## src/rtl/arcade_input_ctrl.sv

```systemverilog
// Player-input conditioning: PS/2 key decode, joystick merge with optional
// 90-degree rotation, and a metered coin pulse with lockout.
module arcade_input_ctrl #(
    parameter int unsigned COIN_PULSE = 1200000,
    parameter int unsigned COIN_LOCK  = 2400000,
    parameter int unsigned CW         = 22
) (
    input  logic        clk_sys,
    input  logic        reset,
    input  logic [10:0] ps2_key,
    input  logic [15:0] joy,
    input  logic        rotate,
    output logic        up1,
    output logic        down1,
    output logic        left1,
    output logic        right1,
    output logic        fire1,
    output logic        up2,
    output logic        down2,
    output logic        left2,
    output logic        right2,
    output logic        fire2,
    output logic        start1,
    output logic        start2,
    output logic        coin1,
    output logic        coin_busy
);

    typedef enum logic [1:0] {
        IDLE,
        PULSE,
        LOCK
    } coin_state_e;

    typedef struct packed {
        logic up;
        logic down;
        logic left;
        logic right;
        logic fire;
        logic start1;
        logic start2;
        logic coin_a;
        logic coin_b;
        logic p2_up;
        logic p2_down;
        logic p2_left;
        logic p2_right;
        logic p2_fire;
    } keys_t;

    typedef struct packed {
        logic up1;
        logic down1;
        logic left1;
        logic right1;
        logic fire1;
        logic up2;
        logic down2;
        logic left2;
        logic right2;
        logic fire2;
        logic start1;
        logic start2;
    } ctrl_t;

    localparam logic [CW-1:0] PULSE_LOAD = CW'(COIN_PULSE - 1);
    localparam logic [CW-1:0] LOCK_LOAD  = CW'(COIN_LOCK - 1);

    logic        tog_q;
    logic        ref_valid_q;
    logic        key_event;
    logic        key_ext;
    logic        key_prs;
    logic [7:0]  key_code;
    keys_t       keys_q, keys_d;
    ctrl_t       ctrl_q, ctrl_d;
    logic        req, req_q, coin_trig;
    coin_state_e state_q, state_d;
    logic [CW-1:0] timer_q, timer_d;
    logic        coin_q, coin_d;
    logic        unused_joy;

    assign unused_joy = ^joy[15:7];

    assign key_ext   = ps2_key[8];
    assign key_prs   = ps2_key[9];
    assign key_code  = ps2_key[7:0];
    // The first cycle after reset only captures the toggle reference.
    assign key_event = ref_valid_q && (tog_q != ps2_key[10]);

    always_ff @(posedge clk_sys or posedge reset) begin
        if (reset) begin
            tog_q       <= 1'b0;
            ref_valid_q <= 1'b0;
            keys_q      <= '0;
            ctrl_q      <= '0;
            req_q       <= 1'b0;
        end else begin
            tog_q       <= ps2_key[10];
            ref_valid_q <= 1'b1;
            keys_q      <= keys_d;
            ctrl_q      <= ctrl_d;
            req_q       <= req;
        end
    end

    always_comb begin
        keys_d = keys_q;
        if (key_event) begin
            case (key_code)
                8'h75:   keys_d.up    = key_prs;
                8'h72:   keys_d.down  = key_prs;
                8'h6B:   keys_d.left  = key_prs;
                8'h74:   keys_d.right = key_prs;
                default: begin
                    if (!key_ext) begin
                        case (key_code)
                            8'h29, 8'h14: keys_d.fire     = key_prs;
                            8'h05, 8'h16: keys_d.start1   = key_prs;
                            8'h06, 8'h1E: keys_d.start2   = key_prs;
                            8'h2E:        keys_d.coin_a   = key_prs;
                            8'h36:        keys_d.coin_b   = key_prs;
                            8'h2D:        keys_d.p2_up    = key_prs;
                            8'h2B:        keys_d.p2_down  = key_prs;
                            8'h23:        keys_d.p2_left  = key_prs;
                            8'h34:        keys_d.p2_right = key_prs;
                            8'h1C:        keys_d.p2_fire  = key_prs;
                            default:      ;
                        endcase
                    end
                end
            endcase
        end
    end

    always_comb begin
        logic u1, d1, l1, r1, u2, d2, l2, r2;
        u1 = keys_q.up       | joy[3];
        d1 = keys_q.down     | joy[2];
        l1 = keys_q.left     | joy[1];
        r1 = keys_q.right    | joy[0];
        u2 = keys_q.p2_up    | joy[3];
        d2 = keys_q.p2_down  | joy[2];
        l2 = keys_q.p2_left  | joy[1];
        r2 = keys_q.p2_right | joy[0];
        ctrl_d        = '0;
        ctrl_d.up1    = rotate ? l1 : u1;
        ctrl_d.down1  = rotate ? r1 : d1;
        ctrl_d.left1  = rotate ? d1 : l1;
        ctrl_d.right1 = rotate ? u1 : r1;
        ctrl_d.up2    = rotate ? l2 : u2;
        ctrl_d.down2  = rotate ? r2 : d2;
        ctrl_d.left2  = rotate ? d2 : l2;
        ctrl_d.right2 = rotate ? u2 : r2;
        ctrl_d.fire1  = keys_q.fire    | joy[4];
        ctrl_d.fire2  = keys_q.p2_fire | joy[4];
        ctrl_d.start1 = keys_q.start1  | joy[5];
        ctrl_d.start2 = keys_q.start2  | joy[6];
    end

    // req_q tracks continuously, so a req held through LOCK never retriggers.
    assign req       = keys_q.coin_a | keys_q.coin_b | joy[5] | joy[6];
    assign coin_trig = req & ~req_q;

    always_ff @(posedge clk_sys or posedge reset) begin
        if (reset) begin
            state_q <= IDLE;
            timer_q <= '0;
            coin_q  <= 1'b0;
        end else begin
            state_q <= state_d;
            timer_q <= timer_d;
            coin_q  <= coin_d;
        end
    end

    always_comb begin
        state_d = state_q;
        timer_d = timer_q;
        coin_d  = coin_q;
        case (state_q)
            IDLE: begin
                if (coin_trig) begin
                    state_d = PULSE;
                    timer_d = PULSE_LOAD;
                    coin_d  = 1'b1;
                end
            end
            PULSE: begin
                if (timer_q == '0) begin
                    state_d = LOCK;
                    timer_d = LOCK_LOAD;
                    coin_d  = 1'b0;
                end else begin
                    timer_d = timer_q - CW'(1);
                end
            end
            LOCK: begin
                if (timer_q == '0) begin
                    state_d = IDLE;
                end else begin
                    timer_d = timer_q - CW'(1);
                end
            end
            default: begin
                state_d = IDLE;
                timer_d = '0;
                coin_d  = 1'b0;
            end
        endcase
    end

    always_comb begin
        coin_busy = (state_q != IDLE);
    end

    assign coin1  = coin_q;
    assign up1    = ctrl_q.up1;
    assign down1  = ctrl_q.down1;
    assign left1  = ctrl_q.left1;
    assign right1 = ctrl_q.right1;
    assign fire1  = ctrl_q.fire1;
    assign up2    = ctrl_q.up2;
    assign down2  = ctrl_q.down2;
    assign left2  = ctrl_q.left2;
    assign right2 = ctrl_q.right2;
    assign fire2  = ctrl_q.fire2;
    assign start1 = ctrl_q.start1;
    assign start2 = ctrl_q.start2;

endmodule

```

## config.mk

```make
export PLATFORM = sky130hd
export DESIGN_NAME = arcade_input_ctrl
export DESIGN_NICKNAME = d
export VERILOG_FILES = /design/src/rtl/arcade_input_ctrl.sv
export SDC_FILE = /design/constraint.sdc
export NUM_CORES = 1
export LEC_CHECK = 0
export ABC_AREA = 1
export CORE_UTILIZATION = 29
export CTS_CLUSTER_SIZE = 16
export DETAILED_ROUTE_END_ITERATION = 8
export DONT_BUFFER_PORTS = 1
export GPL_TIMING_DRIVEN = 0
export PLACE_DENSITY = 0.39
export SYNTH_ARGS = -nofsm -noshare
export SYNTH_HDL_FRONTEND = slang
export SYNTH_SLANG_ARGS = --single-unit
```

## constraint.sdc

```tcl
create_clock -name clk_sys -period 2.3 [get_ports clk_sys]
set_clock_uncertainty 0.2 [all_clocks]
set_input_delay 0.46 -clock clk_sys [delete_from_list [all_inputs] [get_ports clk_sys]]
set_output_delay 0.46 -clock clk_sys [all_outputs]
set_load 0.02 [all_outputs]
```

# [Word level (Yosys, flattened, before mapping)]
# Index checks and enable logic that the tools add are counted.
[word_totals] register_bits=54 latchBits=0 ram_bits=0 mem_bits_ro=0 n_memories=0
[classes] add_sub_neg=1 multipliers=0 div_mod_pow=0 magnitude_cmp=0 n_eq_ne=24 n_shift=0 muxes=19 bitwise_logic=20 reduce_logical=25
[op_table] op="22-bit 2-to-1 mux" count=3
[op_table] op="22-bit one-hot mux with 3 select lines" count=1
[op_table] op="8-bit by 6-bit equality test with 1-bit output (second input constant)" count=7
[op_table] op="4-bit AND reduction" count=10
[op_table] op="8-bit by 5-bit equality test with 1-bit output (second input constant)" count=4
[op_table] op="8-bit by 7-bit equality test with 1-bit output (second input constant)" count=4
[op_table] op="22-bit logical NOT" count=1
[op_table] op="22-bit by 1-bit subtractor with 22-bit output (second input constant)" count=1
[op_table] op="8-bit by 3-bit equality test with 1-bit output (second input constant)" count=2
[op_table] op="1-bit bitwise OR" count=15
[op_table] op="1-bit 2-to-1 mux" count=10
[op_table] op="2-bit AND reduction" count=5
[op_table] op="2-bit != test (second input constant)" count=4
[op_table] op="2-bit 2-to-1 mux" count=3
[op_table] op="2-bit one-hot mux with 3 select lines" count=1
[op_table] op="3-bit AND reduction" count=2
[op_table] op="2-bit OR reduction" count=3
[op_table] op="1-bit NOT" count=4
[op_table] op="4-bit OR reduction" count=1
[op_table] op="1-bit one-hot mux with 3 select lines" count=1
[op_table] op="2-bit by 1-bit equality test with 1-bit output (second input constant)" count=1
[op_table] op="2-bit equality test (second input constant)" count=1
[op_table] op="2-bit logical NOT" count=1
[op_table] op="2-bit nonzero test" count=1
[op_table] op="other kinds (3)" count=3

# [Depth between registers and ports, before layout]
# Gate-level depths: netlist of the first run.
[logic_depth] depth_word=6 depth_mapped=11 mapped_depth_nobuf=11

# [Worst setup path before layout of the first run]
# No wires, ideal clock.
[synth_timing] kind="reg2reg" from="reg timer_q[0]" to="reg timer_q[20]" setup_ns=0.116 arrival_ns=1.385 t_required_ns=1.984 slack_ns=0.598 path_stages_with_launch=12 period_less_slack_ns=1.702 path_cell_list="dfrtp_1 > inv_1 > ha_1 > nand2_2 > nor2_2 > nand2_1 > nor2_1 > nand2_1 > nand3_1 > nand2_1 > nand2_1 > nand2_1"
[synth_between] elab_chain_cells=3 elab_cells_between_ends=7
[synth_rtl] item="from (decl)" line="80" text="logic [CW-1:0] timer_q, timer_d;"
[synth_rtl] item="from (signal assigned)" line="173" text="timer_q <= timer_d;"
[synth_rtl] item="22-bit by 1-bit subtractor with 22-bit output / 22-bit logical NOT (equally long branches)"
[synth_rtl] item="22-bit 2-to-1 mux (tied with other cells)" line="200" text="if (timer_q == '0) begin"
[synth_rtl] item="22-bit one-hot mux with 3 select lines / 2-bit AND reduction (equally long branches)"
# Several ways; a longest one is shown, not always the timed one. The select of a mux whose other input is x is not followed.
# A chain may end at the register's enable or synchronous reset.

# [Worst setup path in the final report of the first run]
[layout_timing] from="reg timer_q[1]" to="reg timer_q[20]"
# Same word-level chain as after synthesis.

==> flow_summary.toml, run 1 <==
[outcome]
status = "finished, final reports clean"

[global_route]
grt_pass1_vias = 2696
grt_use_met1 = 0.1788
grt_max_degree = 34
use_met3 = 0.02870
use_met2 = 0.2748
grt_overflow = 0
antenna_found_initial = 0
grt_pass1_wl_um = 13010
grt_usage = 0.1509
top_usage_layer = "met2"

[place]
portBuffers = 0
dpl.hpwl_um = 5764
place.gp.congestion = 0.8527
placedCellCount = 554

[timing]
tightest_slew_ns = 0.5213
post-route-period-util = 0.8561
setup_viol = 0
drv_slew = 0
period_minus_slack_ns = 1.969
hold_viol = 0
rsz0062_at_grt = "false"
setup_tns_ns = 0
relSlewSlack = 0.6520
clock.fmax_mhz = 507.8

[yosys]
synthAdderAreaFrac = 0.008140
yosys.area.top_type_share = 0.4396
synth_xor_area_frac = 0.02849
synth_top_family_by_area = "simple AND/OR/NAND/NOR gates"
yosysWarnings = 0
ys_seq_area_frac = 0.4396
muxShareOfSynthArea = 0
synthSimpleGateAreaFrac = 0.3675
ys_seq_elements = 54
synth_largest_area_cell = "dfrtp_1"
synth_compound_area_frac = 0.08873
synthTopCellsByArea = "dfrtp_1 44%, nand2_1 14%, nor2_1 8.7%"
async_flop_share = 1.000
synth-main-ff-cell = "dfrtp_1"
yosysUniqueCellTypes = 33
syn_area_mm2 = 0.003074
postSynthAreaPerCell_um2 = 7.372
netlist_instances = 417
synth_edf_count = 0
syn-num-nets = 449

[cells_and_area]
largest_register_ffs = 22
antennaDiodeCount = 0
largest_register = "timer_q"
multi_input_area_mm2 = 0.001519
reg_top3 = "timer_q (22), keys_q (14), state_q (2)"
drive_gt1_frac = 0.1145
seqCellArea_mm2 = 0.001351
layout_commonest_cell = "nand2_1"
final_cells = 564
fillers = 1124
mostFrequentLayoutCells = "113 x nand2_1, 71 x nor2_1, 54 x dfrtp_1"
nets = 459
syn_to_final_growth_pct = 9.931

[route]
via_count = 2541
via_per_inst = 4.505
drt_wl_total_um = 7542
remaining_drc_errors = 0
wire_per_inst_um = 13.37
first_iter_violations = 92
postRouteAntennaNets = 0
first_pass_iters = 4

[power]
power_density_mw_per_mm2 = 873.7
vdd.ir_drop.worst_mv = 0.2854
power.leakage_nw = 1.581

[clock_network]
insertion_delay_ns = 0.32
htreeDepth = 2
clock-sinks = 54
cts_resized = 0
numCtsBuffers = 5
cts_tree = "yes"
clockRootBuffer = "clkbuf_8"
cts_buffer_depth = 2
path_clk_slew_ns = 0.12

[critical_path]
cp.required_ns = 2.32
max_stage_delay_ns = 0.38
cp_max_fo = 5
crit_top_cell = "nand2_1"
startpoint_type = "flip-flop"
cp.arrival_ns = 1.99
crit_path_top_delay_cell = "dfrtp_1"
cp_top_family = "simple AND/OR/NAND/NOR gates"
ff2ff_setup_slack_ns = 0.33
end_kind = "flip-flop"
critPathBufInv = 1
critPathKind = "flip-flop to flip-flop"
path_cells = "inv_1, ha_1, nand2_2, nor2_2, nand2_1, nor2_1, nand2_1, nand3_1, nand2_1, nand2_1, nand2_1"

[floorplan]
io_pins = 44
die_w_um = 105.0
rows = 37
die_area_mm2 = 0.01102
initial_core_util = 0.2978
die_h_um = 105.0
coreArea_mm2 = 0.01032

[flow_run]
maxCapViolations = 0

[hold_path]
min-delay-path-class = "primary input to flip-flop"
-- through the flow --
stage	util	hold WS [ns]	setup slack, ns	power (mW)	cell area, µm²
6_report	0.3274	0.05050	0.3309	2.953	3379
5_1_grt	0.3274	0.03136	0.1448	3.219	3379
4_1_cts	0.3274	0.03601	0.3291	2.998	3379
3_5_place_dp	0.3162	0.2190	0.3478	2.386	3264
3_3_place_gp	0.3143	0.2593	-0.4848	2.378	3244
2_1_floorplan	-	0.2372	0.3254	2.146	3074
-- final timing paths --
| path | to | cells after the start | start |
|---|---|---|---|
| worst min-delay path | start1$_DFF_PP0_ | 1 | joy[5] |
| worst max-delay path | timer_q[20]$_DFFE_PP0P_ | 11 | timer_q[1]$_DFFE_PP0P_ |
| worst min register to register | fire2$_DFF_PP0_ | 1 | keys_q[0]$_DFFE_PP0P_ |
| max in group asynchronous | keys_q[8]$_DFFE_PP0P_ | 3 | reset |
| min in group asynchronous | timer_q[8]$_DFFE_PP0P_ | 2 | reset |
| worst max register to register | timer_q[20]$_DFFE_PP0P_ | 11 | timer_q[1]$_DFFE_PP0P_ |
-- routing by layer --
metal	part of all wire	vias to the layer above	wire, µm
met5	0	-	0
met4	0.010	0	78
met3	0.033	7	246
met2	0.49	38	3701
met1	0.47	1158	3516
li1	-	1338	-
-- cell usage after synthesis, types with 2 or more instances --
cell type  number
a21oi_1        11
a22oi_1         2
clkbuf_1        2
dfrtp_1        54
ha_1            2
inv_1          39
inv_2           5
inv_4           2
nand2_1       113
nand2_2         6
nand3_1        23
nand3b_1        2
nand4_1         7
nor2_1         71
nor2_2          6
nor2_4          7
nor3_1          8
o21ai_0        23
o21ai_1         7
o31ai_1         2
or2_2           5
xor2_1          9
-- power by group --
part	switching (mW)	total [mW]	internal (mW)
combinational	0.642	0.997	0.355
clock	0.372	0.597	0.226
sequential	0.222	1.36	1.14
-- area by class of cell --
cell class / count / area share
Inverter: 46 / 0.05257
Buffer: 4 / 0.007775
Tap cell: 136 / 0.05035
Clock inverter: 3 / 0.007775
Timing Repair Buffer: 3 / 0.01185
Sequential cell: 54 / 0.3999
Multi-Input combinational cell: 313 / 0.4495
Clock buffer: 5 / 0.02036
-- cell families (layout without fill, tap and decap cells) --
| family | count (synthesis) | after routing |
|---|---|---|
| AND/OR/NAND/NOR | 252 | 252 |
| adder cells (fa/ha/maj) | 2 | 2 |
| XOR/XNOR | 10 | 10 |
| buffers and inverters | 50 | 61 |
| AO/OA/AOI/OAI | 48 | 48 |
| flip-flops | 54 | 54 |
| other | 1 | 1 |
-- what timing repair did --
item / in CTS / in global routing
buffers inserted: 0 / 0
endpoints found under the hold margin: 22 / 0
hold buffers: 2 / 0
(Power assumes the default switching activity.)
==> run 2, diff against run 1 <==
GPL_ROUTABILITY_DRIVEN = 0   (was not set)
==> results of run 2 <==
No change in the layout: final DEF, timing and power equal those of run 1.
==> run 3, diff against run 2 <==
CELL_PAD_IN_SITES_DETAIL_PLACEMENT = 1   (was not set)
CELL_PAD_IN_SITES_GLOBAL_PLACEMENT = 2   (was not set)
PLACE_DENSITY = 0.62   (was 0.39)
==> run 3 against run 2 <==
Against the previous run:
- combinational power hardly changed
- utilization hardly changed
- clock power is 3.7% lower
- sequential power hardly changed
- wire length is 9.2% higher
- count of clock-buffer cells in the layout stayed put
- non-clock buffer count stayed put
- final area is 0.11% lower
- via count is 3.3% higher
- critical endpoint unchanged
- largest cell class unchanged
- highest routed layer unchanged
==> flow_summary.toml, run 3 (synthesized netlist as in run 1, its figures left out) <==
[place]
portBuffers = 0
dpl.hpwl_um = 6437
placedCellCount = 554

[floorplan]
die_area_mm2 = 0.01102
rows = 37
die_h_um = 105.0
io_pins = 44
initial_core_util = 0.2978
die_w_um = 105.0
coreArea_mm2 = 0.01032

[route]
remaining_drc_errors = 0
postRouteAntennaNets = 0
wire_per_inst_um = 14.61
via_per_inst = 4.654
via_count = 2625
first_pass_iters = 4
first_iter_violations = 60
drt_wl_total_um = 8239

[cells_and_area]
fillers = 1291
final_core_util = 0.3270
mostFrequentLayoutCells = "113 x nand2_1, 71 x nor2_1, 54 x dfrtp_1"
drive_gt1_frac = 0.1145
nets = 459
final_cells = 564
largest_register = "timer_q"
layout_commonest_cell = "nand2_1"
reg_top3 = "timer_q (22), keys_q (14), state_q (2)"
largest_register_ffs = 22
antennaDiodeCount = 0
syn_to_final_growth_pct = 9.809

[critical_path]
critPathKind = "flip-flop to flip-flop"
cp_top_family = "simple AND/OR/NAND/NOR gates"
cp_max_fo = 4
path_cells = "inv_1, ha_1, nand2_2, nor2_2, nand2_1, nor2_1, nand2_1, nand3_1, nand2_1, nand2_1, nand2_1"
critPathBufInv = 1
cp.required_ns = 2.32
startpoint_type = "flip-flop"
cp.arrival_ns = 2.02
crit_path_top_delay_cell = "dfrtp_1"
max_stage_delay_ns = 0.41
end_kind = "flip-flop"
crit_top_cell = "nand2_1"

[global_route]
grt_use_met1 = 0.2026
grt_max_degree = 33
grt_usage = 0.1655
use_met3 = 0.02932
grt_pass1_wl_um = 14360
grt_pass1_vias = 2820
grt_overflow = 0
top_usage_layer = "met2"
antenna_found_initial = 0
use_met2 = 0.2990

[clock_network]
cts_setup_buffers = 0
htreeDepth = 2
cts_buffer_depth = 2
insertion_delay_ns = 0.31
clock-sinks = 54
numCtsBuffers = 5
clockRootBuffer = "clkbuf_8"
cts_tree = "yes"
path_clk_slew_ns = 0.11

[timing]
tightest_slew_ns = 0.6035
clock.fmax_mhz = 500.8
holdWs_ns = 0.04959
period_minus_slack_ns = 1.997
hold_viol = 0
relSlewSlack = 0.5971
setup_viol = 0
post-route-period-util = 0.8682
rsz0062_at_grt = "false"
drv_slew = 0

[power]
vdd.ir_drop.worst_mv = 0.2700
totalPowerFinal_mw = 2.953
power_density_mw_per_mm2 = 874.8
power.leakage_nw = 1.581

[hold_path]
min-delay-path-class = "primary input to flip-flop"

[flow_run]
maxCapViolations = 0

[outcome]
status = "finished, final reports clean"
[run 3: cell counts in the layout (fill, tap and decap cells not counted)]
No cell type changed its count.
[run 3: path summary, 6_finish.rpt]
kind / slack (ns) / endpoint / from / cells past startpoint
hold reg to reg: 0.28 / start1$_DFF_PP0_ / keys_q[8]$_DFFE_PP0P_ / 1
min in group asynchronous: 0.47 / start2$_DFF_PP0_ / reset / 2
setup / recovery: 0.30 / timer_q[20]$_DFFE_PP0P_ / timer_q[0]$_DFFE_PP0P_ / 11
hold / removal: 0.05 / start2$_DFF_PP0_ / joy[6] / 1
max in group asynchronous: 0.85 / timer_q[19]$_DFFE_PP0P_ / reset / 3
setup reg to reg: 0.30 / timer_q[20]$_DFFE_PP0P_ / timer_q[0]$_DFFE_PP0P_ / 11
[run 3: per-stage QoR]
step                      TNS, ns  setup WS [ns]  area [µm²]
after detailed placement        0         0.2743        3264
final                           0         0.3031        3376
after global routing            0        0.05292        3376
after floorplan                 0         0.3254        3074
after global placement     -26.55        -0.4958        3244
after CTS                       0         0.2609        3376
[run 3: report_power, final]
part / switching [mW] / internal [mW]
registers: 0.228 / 1.14
clock network: 0.353 / 0.222
logic: 0.659 / 0.355
total: 1.24 / 1.71
[run 3: timing repair]
action / in CTS / in global routing
resized for setup: 0 / 0
hold buffers: 2 / 0
endpoints found under the hold margin: 23 / 0
[run 3: metal layers]
metal,up-vias,part of all wire
li1,1333,-
met1,1265,0.45
met2,21,0.51
met3,6,0.023
met4,0,0.0087
met5,-,0
[run 3: layout make-up]
cell class                      count  area [µm²]  area share
Timing Repair Buffer                3       40.04     0.01186
Tap cell                          136       170.2     0.05041
Sequential cell                    54        1351      0.4003
Multi-Input combinational cell    313        1519      0.4500
Buffer                              4       26.28    0.007784
Clock inverter                      3       22.52    0.006672
Inverter                           46       177.7     0.05263
Clock buffer                        5       68.82     0.02039
